==> config.mk <==
export PLATFORM = sky130hd
export DESIGN_NAME = if_id_fetch_queue
export DESIGN_NICKNAME = d
export VERILOG_FILES = /design/src/rtl/if_id_fetch_queue.sv
export SDC_FILE = /design/constraint.sdc
export NUM_CORES = 1
export LEC_CHECK = 0
export BUFFER_PORTS_ARGS = -buffer_cell sky130_fd_sc_hd__buf_2
export CORE_MARGIN = 2
export CORE_UTILIZATION = 50
export CTS_BUF_LIST = sky130_fd_sc_hd__clkbuf_2 sky130_fd_sc_hd__clkbuf_4 sky130_fd_sc_hd__clkbuf_8
export DETAILED_ROUTE_END_ITERATION = 7
export GPL_TIMING_DRIVEN = 1
export HOLD_SLACK_MARGIN = 0.06
export PLACE_DENSITY = 0.69
export SETUP_SLACK_MARGIN = 0.4
export SLEW_MARGIN = 20
export SYNTH_ARGS = -nofsm -noshare
export SYNTH_HDL_FRONTEND = slang
export SYNTH_SLANG_ARGS = --single-unit
export TNS_END_PERCENT = 1
==> constraint.sdc <==
create_clock -name clk_i -period 6.3 [get_ports clk_i]
set_input_delay 0.63 -clock clk_i [delete_from_list [all_inputs] [get_ports clk_i]]
set_output_delay 0.63 -clock clk_i [all_outputs]
set_load 0.03 [all_outputs]
==> src/rtl/if_id_fetch_queue.sv <==
// DEPTH-entry IF/ID instruction queue with valid/ready on both sides, one-cycle flush and NOP-on-empty.
// Define IF_ID_BYPASS_EN to let an offered entry reach ID combinationally while the queue is empty.
module if_id_fetch_queue #(
    parameter int          XLEN      = 32,
    parameter int          DEPTH     = 4,
    parameter logic [31:0] NOP_INSTR = 32'h0000_0013
) (
    input  logic                       clk_i,
    input  logic                       rst_ni,
    input  logic                       if_valid_i,
    input  logic [XLEN-1:0]            if_pc_i,
    input  logic [31:0]                if_instr_i,
    output logic                       if_ready_o,
    input  logic                       flush_i,
    output logic                       id_valid_o,
    output logic [XLEN-1:0]            id_pc_o,
    output logic [31:0]                id_instr_o,
    input  logic                       id_ready_i,
    output logic [$clog2(DEPTH):0]     count_o,
    output logic                       full_o,
    output logic                       empty_o
);

    localparam int PW = $clog2(DEPTH);
    localparam int CW = PW + 1;

    logic [XLEN-1:0] pc_mem_q    [DEPTH];
    logic [31:0]     instr_mem_q [DEPTH];
    logic [PW-1:0]   wr_ptr_q, wr_ptr_d;
    logic [PW-1:0]   rd_ptr_q, rd_ptr_d;
    logic [CW-1:0]   count_q, count_d;

    logic full, empty, bypass_active;
    logic push, pop, push_store, pop_store;

    assign full  = (count_q == CW'(DEPTH));
    assign empty = (count_q == '0);

`ifdef IF_ID_BYPASS_EN
    assign bypass_active = empty && if_valid_i && !flush_i;
`else
    assign bypass_active = 1'b0;
`endif

    assign if_ready_o = !full;
    assign full_o     = full;
    assign empty_o    = empty;
    assign count_o    = count_q;

    // Flush hides the head in the same cycle; invalid heads always read as NOP with PC 0.
    assign id_valid_o = !flush_i && (!empty || bypass_active);

    always_comb begin
        id_pc_o    = '0;
        id_instr_o = NOP_INSTR;
        if (id_valid_o) begin
            if (bypass_active) begin
                id_pc_o    = if_pc_i;
                id_instr_o = if_instr_i;
            end else begin
                id_pc_o    = pc_mem_q[rd_ptr_q];
                id_instr_o = instr_mem_q[rd_ptr_q];
            end
        end
    end

    assign push       = if_valid_i && !full && !flush_i;
    assign pop        = id_valid_o && id_ready_i;
    assign push_store = push && !(bypass_active && id_ready_i);
    assign pop_store  = pop && !empty;

    always_comb begin
        wr_ptr_d = wr_ptr_q;
        rd_ptr_d = rd_ptr_q;
        count_d  = count_q;
        if (flush_i) begin
            wr_ptr_d = '0;
            rd_ptr_d = '0;
            count_d  = '0;
        end else begin
            if (push_store) wr_ptr_d = wr_ptr_q + PW'(1);
            if (pop_store)  rd_ptr_d = rd_ptr_q + PW'(1);
            case ({push_store, pop_store})
                2'b10:   count_d = count_q + CW'(1);
                2'b01:   count_d = count_q - CW'(1);
                default: count_d = count_q;
            endcase
        end
    end

    always_ff @(posedge clk_i or negedge rst_ni) begin
        if (!rst_ni) begin
            wr_ptr_q <= '0;
            rd_ptr_q <= '0;
            count_q  <= '0;
        end else begin
            wr_ptr_q <= wr_ptr_d;
            rd_ptr_q <= rd_ptr_d;
            count_q  <= count_d;
        end
    end

    // Payload storage keeps no reset; stale data is never visible because valid gates the outputs.
    always_ff @(posedge clk_i) begin
        if (rst_ni && push_store) begin
            pc_mem_q[wr_ptr_q]    <= if_pc_i;
            instr_mem_q[wr_ptr_q] <= if_instr_i;
        end
    end

endmodule

## Word level (Yosys, flattened, before mapping)

Memory sizes are Yosys's and may differ from the RTL's.
Cells that the tools add are included.

- Register bits: 7
- Memory bits (writable): 256
- Bits of input ports: 69
- Output and inout port bits: 71
- Word-level logic and storage cells: 35
- Memories: 2

- $add $sub $neg: 4
- Equality and inequality tests: 3
- Mux-type cells: 10
- Reduce and logical (&&, ||, !) cells: 13

Memories:

| name | words | bits a word | read ports | clocked after memory_dff | wr ports | line | source |
|---|---|---|---|---|---|---|---|
| instr_mem_q | 4 | 32 | 1 | 0 | 1 | 28 | `logic [31:0] instr_mem_q [DEPTH];` |
| pc_mem_q | 4 | 32 | 1 | 0 | 1 | 27 | `logic [XLEN-1:0] pc_mem_q [DEPTH];` |

Operators with widths:

| cell | number |
|---|---|
| $mux 32 | 2 |
| $mux 2 | 4 |
| $logic_and 1x1->1 | 6 |
| $pmux 3 s2 | 1 |
| $add 2x1->2 const B | 2 |
| $reduce_bool 2->1 | 2 |
| $add 3x1->3 const B | 1 |
| $eq 3x3->1 const B | 1 |
| $logic_not 1->1 | 3 |
| $logic_not 3->1 | 1 |
| $mux 3 | 1 |
| $reduce_bool 3->1 | 1 |
| $sub 3x1->3 const B | 1 |
| $eq 2x1->1 const B | 1 |
| $eq 2x2->1 const B | 1 |
| $mux 1 | 2 |

## Logic depth before layout (Yosys ltp)

- Depth after elaboration: 8
- Mapped depth: 9
- Gate-level depth less buffers: 8

## Worst setup path after synthesis

Ideal clock, no wire load.

- Path type: register to register
- From: register count_q[0] (netlist: count_o[0])
- To: memory instr_mem_q[0][0] (enable)
- Library setup time: 0.429 ns
- Arrival time: 3.086 ns
- Path slack: 2.785 ns
- Stages on the path, launching flop included: 6
- Path buffers: 1
- Cells stage by stage: dfrtp_1 > buf_2 > or3b_1 > nand2_2 > nor3b_1 > and2_1

- Cells in the longest elaborated chain, start to end: 7

RTL lines:

| item | line | source |
|---|---|---|
| start, declared | 31 | `logic [CW-1:0] count_q, count_d;` |
| start signal, assigned | 99 | `count_q <= count_d;` |
| $eq 3x3->1 | 36 | `assign full = (count_q == CW'(DEPTH));` |
| $logic_not 1->1 | n/a |  |
| named net if_ready_o | 13 | `output logic if_ready_o,` |
| $logic_and 1x1->1 (2 in a row) | 67 | `assign push = if_valid_i && !full && !flush_i;` |
| $logic_and 1x1->1 | 105 | `if (rst_ni && push_store) begin` |
| $mux 1 | 105 |  |
| $mux 1 (not written as such) | 107 | `instr_mem_q[wr_ptr_q] <= if_instr_i;` |
| end, declared | 28 |  |

The timed path passes the listed nets, and every way through them passes these cells.

## Final worst setup path

- From: register rd_ptr_q[0]
- To: output port id_instr_o[13]

- Cells in the longest elaborated chain, start to end: 2

RTL lines:

| item | line | source |
|---|---|---|
| start, declared | 30 | `logic [PW-1:0] rd_ptr_q, rd_ptr_d;` |
| start signal, assigned | 98 | `rd_ptr_q <= rd_ptr_d;` |
| $mem_v2 4x32 | n/a |  |
| $mux 32 | 56 | `if (id_valid_o) begin` |
| end, declared | 17 | `output logic [31:0] id_instr_o,` |

Every way passes these cells.

==> results.toml <==
[routing]
wl_per_cell_um = 20.4
wirelength_um = 19000
route.detailed.drc = 0
drt_pre_antenna_iters = 5
routed_via_density = 5.39
drtAntennaViolNets = 0
drt_iter0_drc = 260
routed-via-count = 5034

[layout]
diodes = 0
nFillCells = 1533
drive_above_1_share_pct = 42.5
layout_commonest_cell = "edfxtp_1"
area_growth_pct = 17.1
register_area_mm2 = 0.00787
mostFrequentLayoutCells = "edfxtp_1, buf_2, mux4_2"
multiInputGateArea_mm2 = 0.00221
finalNetCount = 708

[clock_network]
ctsRootBufferMaster = "clkbuf_8"
clock_path_buffers = 3
clk-insertion-delay-late_ns = 0.54
cts_tree = "done"
cts_buffers = 44
htree_levels = 2
clock_sinks = 263
path_clk_slew_ns = 0.06

[grt]
grt_pass1_wl_um = 30400
grt.met3_usage_pct = 5.06
grtUsageMet2_pct = 30.1
use_met1_pct = 24.3
top_usage_layer = "met2"
grt_usage_pct = 18.4
grt_overflow_total = 0
grt_pass1_vias = 5569
grt_max_degree = 66
antenna_found_initial = 1

[min_path]
hold_path_class = "in2reg"

[yosys]
syn_inst = 471
synthDistinctLibCells = 33
seq_area_frac_synth_pct = 76.9
synthesis.nets = 545
synth_top_area_cell = "edfxtp_1"
ys_warn_count = 0
synth_area_mm2 = 0.0102
netlist.area_leader.share_pct = 75.2
synthTopCellsByArea = "edfxtp_1, mux4_2, and2_1"
yosys_register_bits = 263
synth_area_per_cell_um2 = 21.7

[critical_path]
worst_setup_path_end_kind = "primary output"
slowest_stage = "dfrtp_4"
crit_required_ns = 5.67
critical_path.max_stage_delay_ns = 1.04
cp_cell_sequence = "buf_4 -> mux4_2 -> and2_1 -> buf_2"
start_kind = "flop"
crit_family = "flip-flops"
path_class = "reg2out"
crit_buf_inv = 2
crit_arrival_ns = 3.03
crit_fanout = 46

[timing]
final.period_utilization_pct = 58.1
report.final.slew_viol_count = 0
fin_setup_tns_ns = 0
fin_skew_ns = 0.0268
worstMarginPinSlew_ns = 1.02
fin_crit_ns = 3.66
setup_viol = 0
fmax_ghz = 0.273
hold_violations = 0
rsz0062_at_grt = "false"
relSlewSlack_pct = 31.7

[power_and_ir_drop]
finalPower_mw = 3.75
power_switching_mw = 0.876
swShare_pct = 23.3
vdd_drop_max_mv = 0.213
p_per_area_mw_per_mm2 = 313
p_int_mw = 2.88
p_leak_nw = 4.14
comb_power_share_pct = 9.4
seqPwrFrac_pct = 53.3
clkPwrFrac_pct = 37.3

[die]
core_mm2 = 0.0202
ios = 140
die_w_um = 147
dieArea_mm2 = 0.0216
fp-row-count = 52
initial_core_util_pct = 50.7
die_h_um = 147

[job]
drv_cap = 0

[placement]
hpwl_um = 10500
port_buffers = 139
gp_congestion = 0.733

[run_status]
outcome = "finished, final reports clean"
-- per-layer routing --
metal,part of all wire [%],up-vias
li1,-,2231
met1,42,2598
met2,49,164
met3,6.3,39
met4,2.1,2
met5,0.068,-
-- Yosys cell counts (all sizes together) --
| master | number |
|---|---|
| edfxtp | 256 |
| and2 | 65 |
| mux4 | 64 |
| buf | 20 |
| dfrtp | 7 |
| nand2 | 6 |
| nand3 | 6 |
| clkbuf | 5 |
| nor2 | 5 |
| or3 | 5 |
| ha | 4 |
| o21ai | 4 |
| inv | 3 |
| a21oi | 2 |
| a41oi | 2 |
| or3b | 2 |
| xnor2 | 2 |
| xor2 | 2 |
| a211oi | 1 |
| and3 | 1 |
| clkinv | 1 |
| fa | 1 |
| nand2b | 1 |
| nor2b | 1 |
| nor3 | 1 |
| nor3b | 1 |
| nor4b | 1 |
| o211ai | 1 |
| o22ai | 1 |
-- state kept, by name, indices dropped and copies added, names as in the netlist --
register,cells
count_o,3
instr_mem_q,128
pc_mem_q,128
rd_ptr_q,2
wr_ptr_q,2
-- through the flow --
step,area (um^2),hold WS (ns),cells,utilization (%),worst slack [ns]
floorplan,10200,0.334,471,-,2.79
global placement,11100,0.476,857,55.2,3.05
detailed placement,11100,0.480,857,55.2,3.08
CTS,12000,0.272,934,59.3,2.49
global route,12000,0.275,934,59.3,2.30
finish,12000,0.305,934,59.3,2.64
-- power by group through the flow --
stage / combinational [mW] / sequential, mW / clock (mW)
floorplan: 0.277 / 2.00 / 0
global placement: 0.348 / 2.04 / 0
detailed placement: 0.355 / 2.04 / 0
CTS: 0.356 / 2.00 / 1.44
global route: 0.378 / 2.01 / 1.52
finish: 0.351 / 2.00 / 1.40
-- area by class of cell --
| type | instances | area share [%] |
|---|---|---|
| Clock inverter | 20 | 1.02 |
| Tap cell | 270 | 2.82 |
| Sequential cell | 263 | 65.7 |
| Multi-Input combinational cell | 179 | 18.4 |
| Inverter | 4 | 0.136 |
| Clock buffer | 56 | 5.81 |
| Timing Repair Buffer | 142 | 6.02 |
-- final timing paths --
check | to | slack, ns | from | cells past startpoint
worst max-delay path | id_instr_o[13] | 2.64 | rd_ptr_q[0]$_DFFE_PN0P_ | 4
worst min-delay path | instr_mem_q[1][22]$_DFFE_PP_ | 0.30 | if_instr_i[22] | 1
worst max register to register | pc_mem_q[0][5]$_DFFE_PP_ | 3.63 | count_o[0]$_DFFE_PN0P_ | 4
worst min register to register | wr_ptr_q[1]$_DFFE_PN0P_ | 0.59 | wr_ptr_q[1]$_DFFE_PN0P_ | 2
max in group asynchronous | rd_ptr_q[0]$_DFFE_PN0P_ | 5.58 | rst_ni | 2
min in group asynchronous | rd_ptr_q[1]$_DFFE_PN0P_ | 0.51 | rst_ni | 2
-- cell families after synthesis --
logic type                 synth area share [%]
DFF                                        76.9
and+or+nand+nor                            5.69
muxes                                      14.1
buffers and inverters                      1.63
AOI/OAI and AO/OA                         0.673
adders and majority gates                 0.685
xor gates and xnor gates                  0.343
-- timing repair --
action | 4_1_cts | 5_1_grt
endpoints found under the hold margin | 7 | 0
gates resized for setup | 0 | 0
setup buffers | 0 | 0
hold buffers | 1 | 0
Note: power is estimated with default switching activity, not from simulation.
